## src/rtl/div_pkg.sv

```systemverilog
// Shared types and constants for the serial restoring divider.
package div_pkg;

  localparam int DIV_WIDTH = 8;

  typedef enum logic [1:0] {
    IDLE = 2'd0,
    RUN  = 2'd1,
    DONE = 2'd2
  } state_t;

endpackage

```

## src/rtl/ripplesub.sv

```systemverilog
// Parameterised borrow-ripple subtractor: diff = a - b - bin, bout = final borrow.
module ripplesub #(
  parameter int WIDTH = 9
) (
  input  logic [WIDTH-1:0] a,
  input  logic [WIDTH-1:0] b,
  input  logic             bin,
  output logic [WIDTH-1:0] diff,
  output logic             bout
);

  logic [WIDTH:0] w_borrow;

  assign w_borrow[0] = bin;

  // One full-subtractor cell per bit; borrow ripples from LSB to MSB.
  for (genvar i = 0; i < WIDTH; i++) begin : g_cell
    assign diff[i]       = a[i] ^ b[i] ^ w_borrow[i];
    assign w_borrow[i+1] = (~a[i] & b[i]) | (~(a[i] ^ b[i]) & w_borrow[i]);
  end

  assign bout = w_borrow[WIDTH];

endmodule

```

## src/rtl/serial_divider.sv

```systemverilog
// Unsigned restoring divider, one quotient bit per clock; zero divisor short-cuts to DONE.
module serial_divider
  import div_pkg::*;
#(
  parameter int WIDTH = DIV_WIDTH
) (
  input  logic             clk,
  input  logic             rst,
  input  logic             start,
  input  logic [WIDTH-1:0] dividend,
  input  logic [WIDTH-1:0] divisor,
  output logic             busy,
  output logic             done,
  output logic [WIDTH-1:0] quotient,
  output logic [WIDTH-1:0] remainder,
  output logic             div_by_zero,
  output state_t           dbg_state
);

  localparam int CW = $clog2(WIDTH) + 1;

  state_t           r_state;
  state_t           w_next;
  logic [WIDTH-1:0] r_work;   // dividend bits shift out of the top, quotient bits in at the bottom
  logic [WIDTH-1:0] r_dvs;
  logic [WIDTH:0]   r_part;
  logic [CW-1:0]    r_cnt;
  logic [WIDTH-1:0] r_quot;
  logic [WIDTH-1:0] r_rem;
  logic             r_dbz;

  logic [WIDTH:0]   w_shift;
  logic [WIDTH:0]   w_trial;
  logic             w_borrow;
  logic             w_qbit;
  logic [WIDTH:0]   w_part_nx;
  logic [WIDTH-1:0] w_work_nx;
  logic             w_last;

  assign w_shift = {r_part[WIDTH-1:0], r_work[WIDTH-1]};

  ripplesub #(
    .WIDTH(WIDTH + 1)
  ) u_sub (
    .a   (w_shift),
    .b   ({1'b0, r_dvs}),
    .bin (1'b0),
    .diff(w_trial),
    .bout(w_borrow)
  );

  assign w_qbit    = ~w_borrow;
  assign w_part_nx = w_borrow ? w_shift : w_trial;
  assign w_work_nx = {r_work[WIDTH-2:0], w_qbit};
  assign w_last    = (r_cnt == CW'(WIDTH - 1));

  always_comb begin
    w_next = r_state;
    case (r_state)
      IDLE:    if (start) w_next = (divisor == '0) ? DONE : RUN;
      RUN:     if (w_last) w_next = DONE;
      DONE:    w_next = IDLE;
      default: w_next = IDLE;
    endcase
  end

  always_ff @(posedge clk or posedge rst) begin
    if (rst) r_state <= IDLE;
    else     r_state <= w_next;
  end

  always_ff @(posedge clk or posedge rst) begin
    if (rst) begin
      r_work <= '0;
      r_dvs  <= '0;
      r_part <= '0;
      r_cnt  <= '0;
      r_quot <= '0;
      r_rem  <= '0;
      r_dbz  <= 1'b0;
    end else begin
      case (r_state)
        IDLE: begin
          if (start && divisor != '0) begin
            r_work <= dividend;
            r_dvs  <= divisor;
            r_part <= '0;
            r_cnt  <= '0;
          end else if (start) begin
            r_quot <= '1;
            r_rem  <= dividend;
            r_dbz  <= 1'b1;
          end
        end
        RUN: begin
          r_part <= w_part_nx;
          r_work <= w_work_nx;
          r_cnt  <= r_cnt + CW'(1);
          if (w_last) begin
            r_quot <= w_work_nx;
            r_rem  <= w_part_nx[WIDTH-1:0];
            r_dbz  <= 1'b0;
          end
        end
        default: ;
      endcase
    end
  end

  assign busy        = (r_state == RUN);
  assign done        = (r_state == DONE);
  assign quotient    = r_quot;
  assign remainder   = r_rem;
  assign div_by_zero = r_dbz;
  assign dbg_state   = r_state;

endmodule

```

## config.mk

```make
export PLATFORM = sky130hd
export DESIGN_NAME = serial_divider
export DESIGN_NICKNAME = d
export VERILOG_FILES = /design/src/rtl/div_pkg.sv /design/src/rtl/ripplesub.sv /design/src/rtl/serial_divider.sv
export SDC_FILE = /design/constraint.sdc
export NUM_CORES = 1
export LEC_CHECK = 0
export BUFFER_PORTS_ARGS = -buffer_cell sky130_fd_sc_hd__buf_4
export CAP_MARGIN = 25
export CORE_UTILIZATION = 35
export DETAILED_ROUTE_END_ITERATION = 10
export SLEW_MARGIN = 20
export SYNTH_ARGS = -nofsm -noshare
export SYNTH_HDL_FRONTEND = slang
export SYNTH_SLANG_ARGS = --single-unit
```

## constraint.sdc

```tcl
create_clock -name clk -period 9.3 [get_ports clk]
set_clock_uncertainty 0.2 [all_clocks]
set_input_delay 0.93 -clock clk [delete_from_list [all_inputs] [get_ports clk]]
set_output_delay 0.93 -clock clk [all_outputs]
set_load 0.02 [all_outputs]
```

After elaboration in Yosys (flattened, before gate mapping):

Cells that the tools add are included.

* bits of input ports: 19
* logic and storage cells: 103
* bits in registers: 47
* output and inout bits: 21

* reductions and logical operators: 9
* multiplexer cells: 23
* $add $sub $neg: 1
* bitwise logic cells: 55
* eq/ne operators: 7

Operators by type and width (count)
* 8-bit two-way mux: 9
* 8-bit one-hot mux with 2 select lines: 4
* 1-bit inverter: 17
* 1-bit bitwise AND: 16
* 1-bit bitwise XOR: 15
* 8-bit logical NOT: 1
* 4-bit one-hot mux with 2 select lines: 1
* 8-bit nonzero test: 1
* 1-bit bitwise OR: 7
* 2-bit two-way mux: 3
* 2-bit != test, second input constant: 3
* 2-bit AND reduction: 3
* 4-bit by 1-bit adder with 4-bit output, second input constant: 1
* 4-bit by 3-bit == test with 1-bit output, second input constant: 1
* 4-bit two-way mux: 1
* 2-bit one-hot mux with 2 select lines: 1
* 4-bit AND reduction: 1
* 1-bit two-way mux: 3
* 2-bit by 1-bit == test with 1-bit output, second input constant: 1
* 2-bit == test, second input constant: 1
* 2-bit logical NOT: 1
* 2-bit by 1-bit != test with 1-bit output, second input constant: 1
* 1-bit one-hot mux with 2 select lines: 1
* 2-bit nonzero test: 1
* 1-bit logical AND: 1

Depth between registers and ports, before layout:

* word-level depth: 20
* mapped depth: 14
* mapped depth without buffers: 13

Cells and area by module:

Synthesis repeated with hierarchy kept, for this count alone.

* cells, all modules: 247
* area total of the unflattened synthesis: 2418.6 sq um

By module, submodules not included
* serial_divider: instances 1, seq. area each 1176.1 sq um, area an instance 2163.3 sq um, cells each 218
* ripplesub: instances 1, seq. area each 0.0 sq um, area an instance 255.2 sq um, cells each 29

Worst setup path after synthesis:

OpenSTA, ideal clock, no wires.

* path type: register to register
* from: register r_work[7]
* to: register r_rem[6], in the netlist remainder[6]
* stages on the path, launching flop included: 15
* buffers on the path: 1
* slack: 4836 ps
* setup time: 125 ps
* data arrival time: 4139 ps
* cells stage by stage: dfrtp_1 inv_1 ha_1 fa_1 fa_1 fa_1 fa_1 fa_1 fa_1 fa_1 nand2b_1 clkbuf_1 and2_1 o31ai_1 mux2_4

* cells in the longest elaborated chain, start to end: 20

Ends and longest elaborated chain
* start: declaration: RTL line serial_divider.sv:24 `logic [WIDTH-1:0] r_work;`
* start signal: assignment: RTL line serial_divider.sv:85 `r_work <= dividend;`
* start signal: assignment: RTL line serial_divider.sv:97 `r_work <= w_work_nx;`
* 1-bit inverter *: RTL line ripplesub.sv:19 `assign w_borrow[i+1] = (~a[i] & b[i]) | (~(a[i] ^ b[i]) & w_borrow[i]);`
* 1-bit bitwise AND * (2 in series): RTL line ripplesub.sv:19
* 1-bit bitwise OR *: RTL line ripplesub.sv:19
* 1-bit bitwise AND *: RTL line ripplesub.sv:19
* 1-bit bitwise OR *: RTL line ripplesub.sv:19
* 1-bit bitwise AND *: RTL line ripplesub.sv:19
* 1-bit bitwise OR *: RTL line ripplesub.sv:19
* 1-bit bitwise AND *: RTL line ripplesub.sv:19
* (+3 left out)
* 1-bit bitwise AND: RTL line ripplesub.sv:19
* 1-bit bitwise OR: RTL line ripplesub.sv:19
* 1-bit bitwise AND: RTL line ripplesub.sv:19
* 1-bit bitwise OR: RTL line ripplesub.sv:19
* 1-bit bitwise AND: RTL line ripplesub.sv:19
* 8-bit two-way mux *: RTL line serial_divider.sv:53 `assign w_part_nx = w_borrow ? w_shift : w_trial;`
* 8-bit two-way mux *: RTL line serial_divider.sv:99 `if (w_last) begin`
* 8-bit one-hot mux with 2 select lines *: RTL line serial_divider.sv:82 `case (r_state)`
* end signal: assignment: RTL line serial_divider.sv:91 `r_rem <= dividend;`
* end signal: assignment: RTL line serial_divider.sv:101 `r_rem <= w_part_nx[WIDTH-1:0];`
* end: declaration: RTL line serial_divider.sv:29 `logic [WIDTH-1:0] r_rem;`

Mark *: on every way between the ends. The rest lies on a longest branch, timed or not. The select of a mux whose other input is x is not followed.
A chain may end at the register's enable or synchronous reset.

Worst setup path after layout:

Ends and elaborated chain as after synthesis.

==> impl_results.md <==
* Slew HR at between 40% and 50%
* Vias in the first global route at 1615
* Mean Syn Cell Area at 11.4 um2
* Total Neg Setup Slack at 0 ps
* I/O pin count at 40
* Area leader, netlist: dfrtp_1
* CP delay by family, top: adder cells
* P&R area growth vs syn at 17.2%
* Gr ovfl total at 0
* Post-synth EDFFs at 0
* Final setup vio count at 0
* Failing checks: DRC
* Register area share after synthesis at 49.4%
* Combinational share of power at a little over half
* Syn nets at about 240
* CTS Sinks at 47
* Slowest cell on crit path: fa_1
* Initial Util at 36.8%
* Total track usage at 14.6%
* Largest net degree at the start of global routing at 48
* Clock latency on the worst-skew pair at approximately 300 ps
* Startpoint Class: flip-flop
* CTS root buf: clkbuf_8
* Top cell type's share of synthesized area at 49.4%
* Sequential Power Share at 34.6%
* DR vias at 1589
* Psw at 0.000446 W
* Routed Antenna Nets at 0
* Least-Margin Pin Slew at between 800 and 900 ps
* First-pass GRT wire length at 8110 um
* Synthesized instance count at 208
* Clk slew on worst S/H paths at 80 ps
* Final hold slack at 310 ps
* Fmax at 0.215 GHz
* Status: complete, but fails checks
* VDD IR max at roughly 0.00016 V
* Placer Congestion at 0.745
* DR vias/cell at about 4.9
* Port Buf Inserts at 39
* Clock power share at between 10% and 20%
* Post-route minimum period at 4660 ps
* Fin util at 43.2%
* WL/cell at 14.2 um
* Full die area at about 0.007 mm2
* Die Wd at 84.4 um
* Max Cap Viol at 0
* Synth Register Bits at 47
* Pwr dens at about 390 mW/mm2
* Static Leakage at 1.31 nW
* Crit path kind: flip-flop to flip-flop
* Internal power at 0.000644 W
* Core Region at 0.00646 mm2
* Hold buffer count at CTS at 0
* Fin crit share at 50.1%
* Drt total wl at between 4000 and 5000 um
* DR iter-0 viols at 76
* Post-synth top flop: dfrtp_1
* Syn Std Cell Area at roughly 0.0024 mm2
* Final #Nets at 273
* Worst EP required at 9290 ps
* Fin. max-slew vios at 0
* Async set-reset flop share out of synthesis at 100%
* Pwr Total at 0.00109 W
* Post_cts resized at 0
* Worst hold path class: flip-flop to flip-flop
* Setup Buffers After CTS at 0
* Htree depth at 2
* Fill count at 644
* Chip height at 84.4 um
* Layout cell share with drive strength beyond 1 at 32.7%
* Crit-path most repeated cell: fa_1
* CP max FO at 17
* Drt drc at 2
* # diodes at 0
* Post-DP HPWL at 3200 um
* Slowest stage delay, CP at ~400 ps
* Initial antenna violation count at 0
* Crit path buffers/inverters at 1
* Clk buf depth at 2
* Fin. Hold Viols at 0
* CP cell instances: inv_1 > ha_1 > fa_1 > fa_1 > fa_1 > fa_1 > fa_1 > fa_1 > fa_1 > nand2b_1 > and2_1 > o31ai_1 > mux2_4
* Ys Warns at 0
* First-pass DRT Iterations at 7
* Sw Ratio at 40.9%
* WP data arrival at 4650 ps
* Distinct cells, synth at 33
* CTS Buf Count at 5
* CTS tree: yes
* Element type at the critical path end: flip-flop
* Top post-synthesis cells by area: dfrtp_1 49%, mux2_2 11%, fa_1 5.9%
* Rows at 29
* RSZ-0062 raised after global routing: no
## final timing paths
| path | depth (start not counted) | end | startpoint | slack [ps] |
|---|---|---|---|---|
| max in group asynchronous | 2 | quotient[0] | rst | 7860 |
| max reg2reg | 13 | remainder[6] | r_work[7] | 4640 |
| min | 1 | r_cnt[0] | r_cnt[0] | 310 |
| max | 13 | remainder[6] | r_work[7] | 4640 |
| min reg2reg | 1 | r_cnt[0] | r_cnt[0] | 310 |
| min in group asynchronous | 2 | r_cnt[2] | rst | 560 |
## synthesized netlist by cell type, types with 2 or more instances
cell type,count
a21oi_1,2
and2_1,8
buf_4,2
buf_6,2
clkbuf_1,5
dfrtp_1,47
fa_1,7
ha_1,2
inv_1,18
mux2_2,23
mux2_4,3
mux2i_1,7
nand2_1,26
nand2b_1,2
nand3_1,2
nor2_1,20
o31ai_1,8
o32ai_1,8
or4_4,2
## per-stage QoR
step | instance area, um2 | instances | setup slack [ps]
after floorplan | 2380 | 208 | 4840
after global placement | 2700 | 315 | 4710
after detailed placement | 2700 | 315 | 4650
after CTS | 2790 | 322 | 4640
after global routing | 2790 | 322 | 4360
final | 2790 | 322 | 4640
## logic make-up after synthesis
family                     share of synthesized area [%]
DFF                                                 49.4
AOI/OAI and AO/OA                                   9.36
adders and majority gates                           6.94
muxes                                               15.7
buffers and inverters                               6.21
and+or+nand+nor                                     12.3
## cell usage in the layout (no fill, tap or decap), types with 3 or more instances in the layout
| master | count |
|---|---|
| nor2_1 | 20 |
| dfrtp_1 | 47 |
| mux2_2 | 23 |
| mux2i_1 | 7 |
| inv_1 | 17 |
| o31ai_1 | 8 |
| buf_4 | 40 |
| nand2_1 | 26 |
| clkbuf_8 | 6 |
| fa_1 | 7 |
| mux2_4 | 3 |
| o32ai_1 | 8 |
| and2_1 | 8 |
## flip-flops by register name (all words and copies together), names as in the netlist
register and count:
dbg_state 2, div_by_zero 1, quotient 8, r_cnt 4, r_dvs 8, r_part 8
r_work 8, remainder 8
## cell type report
cell class                 count  area, um2  area share [%]
sequential                    47       1180            42.2
multi-input combinational    132       1050            37.8
timing repair buffer          40        300            10.8
tap                           77       96.3            3.46
clock buffer                   6       82.6            2.96
inverter                      19       72.6            2.60
clock inverter                 1       5.00           0.180
## power groups by stage
stage / logic (W) / clock network, W / registers (W)
2_1_floorplan: 0.000404 / 0 / 0.000411
3_3_place_gp: 0.000588 / 0 / 0.000381
3_5_place_dp: 0.000589 / 0 / 0.000382
4_1_cts: 0.000593 / 0.000130 / 0.000379
5_1_grt: 0.000669 / 0.000139 / 0.000394
6_report: 0.000587 / 0.000125 / 0.000377
## per-layer routing
metal  track usage [%]  share of wire (%)
met5                 0                  0
met1              20.3                 49
met4              4.62                1.4
met3              3.83                4.4
met2              22.5                 45
(Power assumes the default switching activity.)
